`config.mk`:
```
export PLATFORM = sky130hd
export DESIGN_NAME = preamble_inserter_flat
export DESIGN_NICKNAME = d
export VERILOG_FILES = /design/src/rtl/preamble_inserter_if.sv /design/src/rtl/preamble_inserter.sv /design/src/flat_wrapper.sv
export SDC_FILE = /design/constraint.sdc
export NUM_CORES = 1
export LEC_CHECK = 0
export CELL_PAD_IN_SITES_DETAIL_PLACEMENT = 0
export CELL_PAD_IN_SITES_GLOBAL_PLACEMENT = 1
export CORE_MARGIN = 3
export CORE_UTILIZATION = 45
export CTS_CLUSTER_SIZE = 12
export DETAILED_ROUTE_END_ITERATION = 16
export DONT_BUFFER_PORTS = 1
export PLACE_DENSITY = 0.81
export SKIP_LAST_GASP = 1
export SYNTH_ARGS = -nofsm -noshare
export SYNTH_HDL_FRONTEND = slang
export SYNTH_SLANG_ARGS = --single-unit
```
`constraint.sdc`:
```
create_clock -name clk -period 5.33 [get_ports clk]
set_clock_uncertainty 0.05 [all_clocks]
set_input_delay 0.2665 -clock clk [delete_from_list [all_inputs] [get_ports clk]]
set_output_delay 0.2665 -clock clk [all_outputs]
set_load 0.03 [all_outputs]
```
`src/rtl/preamble_inserter_if.sv`:
```
// AXI-stream style handshake bundle used on both sides of preamble_inserter.
interface preamble_inserter_if #(
    parameter int unsigned WIDTH = 32
) ();

    logic [WIDTH-1:0] tdata;
    logic             tlast;
    logic             tvalid;
    logic             tready;

    modport master (
        output tdata,
        output tlast,
        output tvalid,
        input  tready
    );

    modport slave (
        input  tdata,
        input  tlast,
        input  tvalid,
        output tready
    );

endinterface

```
`src/rtl/preamble_inserter.sv`:
```
// Prepends a short+long training preamble from parameter ROMs to each stream packet.
// Define PREAMBLE_INSERTER_GAP_EN to append GAP_LEN zero samples after every packet.
module preamble_inserter #(
    parameter int unsigned                   WIDTH        = 32,
    parameter int unsigned                   SHORT_PERIOD = 16,
    parameter int unsigned                   SHORT_REPS   = 10,
    parameter int unsigned                   LONG_PERIOD  = 64,
    parameter int unsigned                   CP_LEN       = 32,
    parameter logic [WIDTH*SHORT_PERIOD-1:0] SHORT_SYM    = '0,
    parameter logic [WIDTH*LONG_PERIOD-1:0]  LONG_SYM     = '0,
    parameter int unsigned                   GAP_LEN      = 16
) (
    input  logic                clk,
    input  logic                reset_n,
    input  logic                clear,
    preamble_inserter_if.slave  i_axis,
    preamble_inserter_if.master o_axis,
    output logic                underrun
);

    localparam int unsigned ShortLen = SHORT_PERIOD * SHORT_REPS;
    localparam int unsigned LongLen  = CP_LEN + 2 * LONG_PERIOD;
    localparam int unsigned CntMaxA  = (ShortLen > LongLen) ? ShortLen : LongLen;
    localparam int unsigned CntMax   = (CntMaxA > GAP_LEN) ? CntMaxA : GAP_LEN;
    localparam int unsigned CntW     = (CntMax > 1) ? $clog2(CntMax) : 1;
    localparam int unsigned ShortIdxW = (SHORT_PERIOD > 1) ? $clog2(SHORT_PERIOD) : 1;
    localparam int unsigned LongIdxW  = (LONG_PERIOD > 1) ? $clog2(LONG_PERIOD) : 1;

    localparam logic [CntW-1:0] CntOne    = CntW'(1);
    localparam logic [CntW-1:0] ShortLast = CntW'(ShortLen - 1);
    localparam logic [CntW-1:0] LongLast  = CntW'(LongLen - 1);
`ifdef PREAMBLE_INSERTER_GAP_EN
    localparam logic [CntW-1:0] GapLast   = CntW'(GAP_LEN - 1);
`endif

    typedef enum logic [2:0] {
        StIdle,
        StShort,
        StLong,
        StPayload,
        StGap
    } state_e;

    state_e          state_q, state_d;
    logic [CntW-1:0] cnt_q, cnt_d;
    logic            underrun_q, underrun_d;

    // Unpack the ROM parameters so the sample mux indexes by sample, not by bit.
    logic [WIDTH-1:0] short_rom [SHORT_PERIOD];
    logic [WIDTH-1:0] long_rom  [LONG_PERIOD];

    for (genvar k = 0; k < SHORT_PERIOD; k++) begin : g_short_rom
        assign short_rom[k] = SHORT_SYM[WIDTH*k +: WIDTH];
    end

    for (genvar k = 0; k < LONG_PERIOD; k++) begin : g_long_rom
        assign long_rom[k] = LONG_SYM[WIDTH*k +: WIDTH];
    end

    int unsigned          cnt_int;
    logic [ShortIdxW-1:0] short_idx;
    logic [LongIdxW-1:0]  long_idx;

    // Long section starts with the tail of the symbol as cyclic prefix.
    always_comb begin
        cnt_int   = 32'(cnt_q);
        short_idx = ShortIdxW'(cnt_int % SHORT_PERIOD);
        if (cnt_int < CP_LEN) begin
            long_idx = LongIdxW'(LONG_PERIOD - CP_LEN + cnt_int);
        end else begin
            long_idx = LongIdxW'((cnt_int - CP_LEN) % LONG_PERIOD);
        end
    end

    always_comb begin
        state_d       = state_q;
        cnt_d         = cnt_q;
        underrun_d    = 1'b0;
        o_axis.tvalid = 1'b0;
        o_axis.tdata  = '0;
        o_axis.tlast  = 1'b0;
        i_axis.tready = 1'b0;

        case (state_q)
            StIdle: begin
                if (i_axis.tvalid) begin
                    state_d = StShort;
                    cnt_d   = '0;
                end
            end

            StShort: begin
                o_axis.tvalid = 1'b1;
                o_axis.tdata  = short_rom[short_idx];
                if (o_axis.tready) begin
                    if (cnt_q == ShortLast) begin
                        state_d = StLong;
                        cnt_d   = '0;
                    end else begin
                        cnt_d = cnt_q + CntOne;
                    end
                end
            end

            StLong: begin
                o_axis.tvalid = 1'b1;
                o_axis.tdata  = long_rom[long_idx];
                if (o_axis.tready) begin
                    if (cnt_q == LongLast) begin
                        state_d = StPayload;
                        cnt_d   = '0;
                    end else begin
                        cnt_d = cnt_q + CntOne;
                    end
                end
            end

            StPayload: begin
                o_axis.tvalid = i_axis.tvalid;
                o_axis.tdata  = i_axis.tdata;
                i_axis.tready = o_axis.tready;
`ifdef PREAMBLE_INSERTER_GAP_EN
                o_axis.tlast  = 1'b0;
`else
                o_axis.tlast  = i_axis.tlast;
`endif
                underrun_d    = o_axis.tready && !i_axis.tvalid;
                if (i_axis.tvalid && o_axis.tready && i_axis.tlast) begin
`ifdef PREAMBLE_INSERTER_GAP_EN
                    state_d = StGap;
`else
                    state_d = StIdle;
`endif
                    cnt_d   = '0;
                end
            end

`ifdef PREAMBLE_INSERTER_GAP_EN
            StGap: begin
                o_axis.tvalid = 1'b1;
                o_axis.tlast  = (cnt_q == GapLast);
                if (o_axis.tready) begin
                    if (cnt_q == GapLast) begin
                        state_d = StIdle;
                        cnt_d   = '0;
                    end else begin
                        cnt_d = cnt_q + CntOne;
                    end
                end
            end
`endif

            default: begin
                state_d = StIdle;
                cnt_d   = '0;
            end
        endcase

        // Clear beats any handshake in the same cycle; the beat in flight is lost.
        if (clear) begin
            state_d = StIdle;
            cnt_d   = '0;
        end
    end

    always_ff @(posedge clk or negedge reset_n) begin
        if (!reset_n) begin
            state_q    <= StIdle;
            cnt_q      <= '0;
            underrun_q <= 1'b0;
        end else begin
            state_q    <= state_d;
            cnt_q      <= cnt_d;
            underrun_q <= underrun_d;
        end
    end

    assign underrun = underrun_q;

endmodule
```
`src/flat_wrapper.sv`:
```
// flat-port wrapper written by rule: the top's interface ports become plain ports
module preamble_inserter_flat 
#(
    parameter int unsigned                   WIDTH        = 32,
    parameter int unsigned                   SHORT_PERIOD = 16,
    parameter int unsigned                   SHORT_REPS   = 10,
    parameter int unsigned                   LONG_PERIOD  = 64,
    parameter int unsigned                   CP_LEN       = 32,
    parameter logic [WIDTH*SHORT_PERIOD-1:0] SHORT_SYM    = '0,
    parameter logic [WIDTH*LONG_PERIOD-1:0]  LONG_SYM     = '0,
    parameter int unsigned                   GAP_LEN      = 16
)
  (clk, reset_n, clear, underrun, i_axis_tdata, i_axis_tlast, i_axis_tvalid, i_axis_tready, o_axis_tdata, o_axis_tlast, o_axis_tvalid, o_axis_tready);
  preamble_inserter_if #(.WIDTH(WIDTH)) i_axis_i ();
  preamble_inserter_if #(.WIDTH(WIDTH)) o_axis_i ();
  input  logic clk;
  input  logic reset_n;
  input  logic clear;
  output logic underrun;
  input wire logic [$bits(i_axis_i.tdata)-1:0] i_axis_tdata;
  input wire logic [$bits(i_axis_i.tlast)-1:0] i_axis_tlast;
  input wire logic [$bits(i_axis_i.tvalid)-1:0] i_axis_tvalid;
  output wire logic [$bits(i_axis_i.tready)-1:0] i_axis_tready;
  output wire logic [$bits(o_axis_i.tdata)-1:0] o_axis_tdata;
  output wire logic [$bits(o_axis_i.tlast)-1:0] o_axis_tlast;
  output wire logic [$bits(o_axis_i.tvalid)-1:0] o_axis_tvalid;
  input wire logic [$bits(o_axis_i.tready)-1:0] o_axis_tready;
  assign i_axis_i.tdata = i_axis_tdata;
  assign i_axis_i.tlast = i_axis_tlast;
  assign i_axis_i.tvalid = i_axis_tvalid;
  assign i_axis_tready = i_axis_i.tready;
  assign o_axis_tdata = o_axis_i.tdata;
  assign o_axis_tlast = o_axis_i.tlast;
  assign o_axis_tvalid = o_axis_i.tvalid;
  assign o_axis_i.tready = o_axis_tready;
  preamble_inserter #(.WIDTH(WIDTH), .SHORT_PERIOD(SHORT_PERIOD), .SHORT_REPS(SHORT_REPS), .LONG_PERIOD(LONG_PERIOD), .CP_LEN(CP_LEN), .SHORT_SYM(SHORT_SYM), .LONG_SYM(LONG_SYM), .GAP_LEN(GAP_LEN)) u_core (.clk(clk), .reset_n(reset_n), .clear(clear), .i_axis(i_axis_i), .o_axis(o_axis_i), .underrun(underrun));
endmodule
```
==> reports/qor.txt, run 1 <==
Worst-Skew Late Latency: 0.27 ns
wire length of the first global-routing pass: 3590 um
Post-Route Hold Slack: 0.0555 ns
CP Data Required Time: 5.01 ns
Crit Reg-Reg Startpoint: u_core.state_q[0]
outcome: finished, final reports clean
highest metal used: met4
clock input transition at the sequential cells of the worst setup and hold paths: 0.07 ns
Critical Path Fanout Max: 36
Rel. slew slack: 47.3%
Max Cap Viol: 0
detail-routed via count per cell: 5.76
placed instance area: 1020 um2
post-layout utilization of the core: 52.6%
register-to-register path setup slack: 3.29 ns
final count of negative-setup-slack endpoints: 0
PostCTS Resize Cnt: 0
delay of the slowest critical-path stage: 0.69 ns
worst setup path class: reg -> out
global placer's final weighted congestion: 0.796
total power divided by cell area: 363 nW/um2
met3 wire len: 180 um
startpoint type of the worst setup path: flop
synth-to-layout area growth: 6.19%
share of synthesized area occupied by flip-flops and latches: 27.2%
Worst Setup Slack, final: 3.04 ns
fraction of the mapped netlist area in simple logic gates: 41.5%
global router's overall resource usage: 17.2%
area of the multi-input gates: 682 um2
Max clock buf depth: 2
shortest period the worst path allows: 2.29 ns
family of cells with the greatest summed delay on the critical path: adder cells
Clock H-tree levels: 1
worst path buffer plus inverter count: 0
share of the synthesized area in compound gates (AO/OA/AOI/OAI): 13.4%
area of the die: 2850 um2
area taken by flip-flops and latches: 275 um2
number of buffers inserted to repair setup after CTS: 0
Buffers on Ports: 0
Worst Reg2Reg Path Length in Cells: 4
Placed Instances: 139
Die Span X: 53.4 um
Iteration-0 DRC Markers: 10
Least-Margin Pin Slew: 0.791 ns
arrival time at the worst endpoint: 1.97 ns
post-synth net total: 161
final count of pins violating max slew: 0
f_max: 0.437 GHz
count of placed standard cells in the final layout, fillers left out: 146
Vias: 841
count of antenna diodes in the layout: 0
vias in the first global route: 795
logic depth of the worst setup path including buffers: 3
overall power after layout: 0.390 mW
CTS tree: done
adder-cell share of the synthesized area: 6.19%
VDD IR max: 164 uV
average wire per cell in the routed design: 16.6 um
number of inserted filler cells in the final layout: 198
count of nets left with antenna violations after detail routing: 0
antenna violations before repair: 0
xor/xnor share of the synthesized area: 0%
endpoint type of the worst setup path: output port
worst reg2reg endpoint: u_core.state_q[0]
# IOs: 74
post-place setup slack: 3.29 ns
fin crit share: 42.9%
height of the chip: 53.4 um
min-delay worst type: in -> reg
core outline area: 2040 um2
flip-flop and latch count after synthesis: 11
HPWL after DPL: 1990 um
total overflow reported by the global router: 0
final hold violations: 0
post-detailed-routing wire length: 2430 um
wire length on met2: 1260 um
clock buffer count from CTS: 3
clock root cell: sky130_fd_sc_hd__clkbuf_4
number of sinks driven by the clock tree: 11
final standard cell area without fillers: 1070 um2
syn_area_per_cell: 8.57 um2
num rows: 16
CP max stage cell: sky130_fd_sc_hd__ha_1
Cell Chain, Critical Path: ha_1, a21oi_1, nor2_1
TritonRoute pass-1 iters: 4
residual DRC count: 0
proportion of synthesized area in mux cells: 6.44%
post-route met1 wirelength: 950 um
YS warnings: 0
unrepaired setup endpoints after global routing: no
setup total negative slack: 0 ns
layout cells sized above 1: 9.24%
first element of the critical path: u_core.state_q[1]
dominant combinational cell family by area after synthesis: simple AND/OR/NAND/NOR gates
starting utilization of the core area: 49.5%
number of nets in the layout: 163
largest net degree at the start of global routing: 37
static leakage power: 0.450 nW
Post-Synthesis Cells: 118
end of the critical path: o_axis_tvalid
post-synth cell types: 29
netlist area before placement: 1010 um2
## cells by family after synthesis
family	count (synthesis)
buf+inv	13
simple gates	68
compound gates	15
fa+ha+maj	5
mux	6
flops	11
## synth_stat cells
cell | instances | share of area [%]
sky130_fd_sc_hd__nor3b_1 | 1 | 0.74
sky130_fd_sc_hd__nor3_1 | 2 | 0.99
sky130_fd_sc_hd__a21oi_1 | 4 | 2.0
sky130_fd_sc_hd__buf_2 | 1 | 0.49
sky130_fd_sc_hd__mux2_4 | 1 | 1.5
sky130_fd_sc_hd__nor4b_1 | 1 | 0.87
sky130_fd_sc_hd__mux2i_1 | 5 | 5.0
sky130_fd_sc_hd__nor2b_1 | 2 | 1.2
sky130_fd_sc_hd__and2_1 | 35 | 22
sky130_fd_sc_hd__o32ai_1 | 1 | 0.87
sky130_fd_sc_hd__dfrtp_1 | 11 | 27
sky130_fd_sc_hd__buf_4 | 1 | 0.74
sky130_fd_sc_hd__and4bb_4 | 1 | 1.6
sky130_fd_sc_hd__nor2b_4 | 1 | 1.4
sky130_fd_sc_hd__nand2b_1 | 3 | 1.9
sky130_fd_sc_hd__o21ai_4 | 1 | 1.6
sky130_fd_sc_hd__inv_1 | 7 | 2.6
sky130_fd_sc_hd__nand4_1 | 4 | 2.5
sky130_fd_sc_hd__nand4_2 | 1 | 1.2
sky130_fd_sc_hd__a21o_1 | 1 | 0.74
sky130_fd_sc_hd__and3_2 | 1 | 0.74
sky130_fd_sc_hd__nand3_1 | 6 | 3.0
sky130_fd_sc_hd__a21oi_4 | 1 | 1.6
sky130_fd_sc_hd__nor2_1 | 6 | 2.2
sky130_fd_sc_hd__nand2_1 | 4 | 1.5
sky130_fd_sc_hd__ha_1 | 5 | 6.2
sky130_fd_sc_hd__o211ai_1 | 6 | 4.5
sky130_fd_sc_hd__a31oi_4 | 1 | 2.1
sky130_fd_sc_hd__clkbuf_1 | 4 | 1.5
## worst min-delay path by stage
stage             startpoint         endpoint  cells past startpoint
2_1_floorplan        reset_n  u_core.cnt_q[0]                      0
5_1_grt                clear  u_core.cnt_q[4]                      1
4_1_cts        i_axis_tvalid  u_core.underrun                      1
3_5_place_dp         reset_n  u_core.cnt_q[0]                      0
6_report               clear  u_core.cnt_q[4]                      1
3_3_place_gp         reset_n  u_core.cnt_q[0]                      0
## worst reg2reg max path, delay by kind of cell (launching register included)
family,cells,cell delay [ns]
AND/OR/NAND/NOR,1,0.24
AO/OA/AOI/OAI,1,0.43
flip-flops,1,0.41
multiplexers,1,0.30
adder cells (fa/ha/maj),1,0.49
## power by group
part           switching, mW  total (mW)  leakage, nW  internal (mW)
logic                  0.149       0.226        0.283         0.0773
registers             0.0121       0.106        0.152         0.0934
clock network         0.0292      0.0582       0.0150         0.0290
## state kept, by name (all words and copies together), names as in the netlist
signal,count
u_core.state_q,2
u_core.underrun,1
u_core.cnt_q,8
## layer usage
metal | vias up | GRT usage, %
li1 | 399 | -
met4 | 0 | 6.38
met3 | 5 | 3.94
met1 | 391 | 20.5
met5 | - | 0
met2 | 46 | 29.6
## layout by cell type (no fill, tap or decap), drive strengths merged, types with 2 or more instances in the layout
cell type,synthesis,layout
and2,35,35
dfrtp,11,11
inv,7,7
nor2,6,6
nand3,6,6
o211ai,6,6
mux2i,5,5
ha,5,5
a21oi,5,5
nand4,5,5
nand2,4,4
clkbuf,4,4
nand2b,3,3
dlygate4sd3,0,3
nor2b,3,3
nor3,2,2
## what timing repair did
item | in CTS | in global routing
hold buffers | 2 | 1
endpoints found under the setup margin | 0 | 0
hold endpoints to repair | 13 | 1
## final cells by class
cell class,instances,share of cell area [%]
multi-input combinational,94,63.5
sequential,11,25.6
tap,27,3.15
timing repair buffer,3,2.80
clock buffer,4,2.45
inverter,7,2.45
No activity file was read; power rests on OpenSTA's default activity.
==> run 2: changes to the inputs <==
- CORE_UTILIZATION: 45 -> 42
- PLACE_DENSITY: 0.81 -> 0.76
- clock period: 5.33 -> 2.4 ns (I/O delays scaled with it)
==> reports/qor.txt, run 2 (synthesis results as in run 1) <==
TritonRoute pass-1 iters: 4 (unchanged)
antenna violations before repair: 0 (unchanged)
number of buffers inserted to repair setup after CTS: 0 (unchanged)
static leakage power: 0.459 nW (+2.1%)
core outline area: 2250 um2 (+10%)
total power divided by cell area: 808 nW/um2 (+120%)
Buffers on Ports: 0 (unchanged)
vias in the first global route: 780 (-1.9%)
shortest period the worst path allows: 1.87 ns
height of the chip: 55.1 um (+3.1%)
part of the total power dissipated in sequential elements: 26.6% (-0.4 points)
count of antenna diodes in the layout: 0 (unchanged)
post-detailed-routing wire length: 2440 um (+0.62%)
startpoint type of the worst setup path: flop
delay of the slowest critical-path stage: 0.44 ns (-0.25 ns)
Vias: 860 (+2.3%)
min-delay worst type: in -> reg
Die Span X: 55.1 um (+3.1%)
global placer's final weighted congestion: 0.802 (+0.83%)
Hold Buf Count CTS: 4 (+2)
Rel. slew slack: 63.1% (+16 points)
clock root cell: sky130_fd_sc_hd__clkbuf_4
Worst Setup Slack, final: 0.534 ns (-2.51 ns)
VDD IR max: 586 uV (+260%)
final count of pins violating max slew: 0 (unchanged)
largest net degree at the start of global routing: 36 (-2.7%)
Critical Path Fanout Max: 35 (-2.8%)
Least-Margin Pin Slew: 0.552 ns (-0.239 ns)
wire length of the first global-routing pass: 3570 um (-0.59%)
number of nets in the layout: 165 (+1.2%)
number of sinks driven by the clock tree: 11 (unchanged)
Cell Chain, Critical Path: ha_1, buf_4, a21oi_1, nor2_1
Switching Fraction: 49.3% (+0.50 points)
register-to-register path setup slack: 0.56 ns (-2.73 ns)
final hold violations: 0 (unchanged)
family of cells with the greatest summed delay on the critical path: simple AND/OR/NAND/NOR gates
Max clock buf depth: 2 (unchanged)
switching pwr: 0.435 mW (+130%)
num rows: 17 (+1)
PostCTS Resize Cnt: 0 (unchanged)
CTS tree: done
residual DRC count: 0 (unchanged)
count of placed standard cells in the final layout, fillers left out: 149 (+2.1%)
area of the die: 3030 um2 (+6.3%)
clock input transition at the sequential cells of the worst setup and hold paths: 0.08 ns (about the same)
synth-to-layout area growth: 8.04%
worst setup path class: reg -> out
HPWL after DPL: 1930 um (-2.8%)
setup total negative slack: 0 ns (unchanged)
average wire per cell in the routed design: 16.4 um (-1.4%)
detail-routed via count per cell: 5.77 (+0.20%)
internal cell power: 0.447 mW (+120%)
CP Data Required Time: 2.23 ns (-2.78 ns)
Clock H-tree levels: 1 (unchanged)
number of inserted filler cells in the final layout: 222 (+12%)
layout cells sized above 1: 9.92% (+0.67 points)
f_max: 0.536 GHz
final count of negative-setup-slack endpoints: 0 (unchanged)
outcome: finished, final reports clean
count of nets left with antenna violations after detail routing: 0 (unchanged)
CP max stage cell: sky130_fd_sc_hd__nor2_1
Largest register FFs: 8 (unchanged)
leading cell types in the layout, fill and taps excluded: sky130_fd_sc_hd__and2_1, sky130_fd_sc_hd__dfrtp_1, sky130_fd_sc_hd__inv_1
total overflow reported by the global router: 0 (unchanged)
post-place setup slack: 0.579 ns (-2.71 ns)
endpoint type of the worst setup path: output port
worst path buffer plus inverter count: 1 (+1)
clock buffer count from CTS: 3 (unchanged)
# IOs: 74 (unchanged)
register bank with the most flops: u_core.cnt_q
clock group share of total power: 15.4% (+0.5 points)
global router's overall resource usage: 16.5% (-0.76 points)
most frequent standard cell in the layout excluding fill and tap cells: sky130_fd_sc_hd__and2_1
Max Cap Viol: 0 (unchanged)
unrepaired setup endpoints after global routing: no
Placed Instances: 141 (+1.4%)
fin crit share: 77.7%
Iteration-0 DRC Markers: 14 (+4)
arrival time at the worst endpoint: 1.70 ns (-0.27 ns)
combinational power share: 57.9% (about the same)
starting utilization of the core area: 44.8% (-4.7 points)
Worst-Skew Late Latency: 0.28 ns (about the same)
## run 2: per-stage QoR
stage               cell area, um2  utilization (%)  total power, mW  hold WS (ns)
global route                  1090             48.4            0.951        0.0348
detailed placement            1030             45.5            0.741        -0.225
CTS                           1090             48.4            0.886        0.0388
floorplan                     1010                -            0.679        -0.226
global placement              1030             45.5            0.732        -0.225
finish                        1090             48.4            0.882        0.0304
## run 2: path summary, 6_finish.rpt
kind                                    from  cells past startpoint                end
max                        u_core.state_q[1]                      4      o_axis_tvalid
min                            o_axis_tready                      3    u_core.cnt_q[2]
max reg2reg                u_core.state_q[0]                      6  u_core.state_q[0]
min reg2reg                  u_core.cnt_q[0]                      1    u_core.cnt_q[0]
max in group asynchronous            reset_n                      1    u_core.cnt_q[2]
min in group asynchronous            reset_n                      1    u_core.cnt_q[3]
## run 2: area by class of cell
class | count | area, um2 | share of cell area [%]
Clock buffer | 4 | 26.3 | 2.41
Tap cell | 28 | 35.0 | 3.21
Timing Repair Buffer | 5 | 47.5 | 4.35
Sequential cell | 11 | 275 | 25.2
Multi-Input combinational cell | 94 | 682 | 62.4
Inverter | 7 | 26.3 | 2.41
## run 2: power groups by stage
| stage | registers [mW] | logic (mW) | clock network [mW] |
|---|---|---|---|
| after CTS | 0.235 | 0.512 | 0.139 |
| after global routing | 0.239 | 0.562 | 0.151 |
| after global placement | 0.236 | 0.496 | 0 |
| after floorplan | 0.233 | 0.446 | 0 |
| final | 0.235 | 0.511 | 0.136 |
| after detailed placement | 0.239 | 0.502 | 0 |
## run 2: layer usage
metal	global-route usage [%]	part of all wire, %	vias up
met5	0	0	-
met4	4.86	0.98	0
met3	2.41	7.5	4
met2	31.7	53	46
met1	18.4	38	405
li1	-	-	405
## run 2: worst register-to-register path, stage by stage (launching register included)
cell and delay [ns]:
sky130_fd_sc_hd__dfrtp_1 0.39, sky130_fd_sc_hd__inv_1 0.10, sky130_fd_sc_hd__ha_1 0.21, sky130_fd_sc_hd__nor2b_1 0.15, sky130_fd_sc_hd__o21ai_4 0.28, sky130_fd_sc_hd__nor2b_4 0.24
sky130_fd_sc_hd__mux2_4 0.30
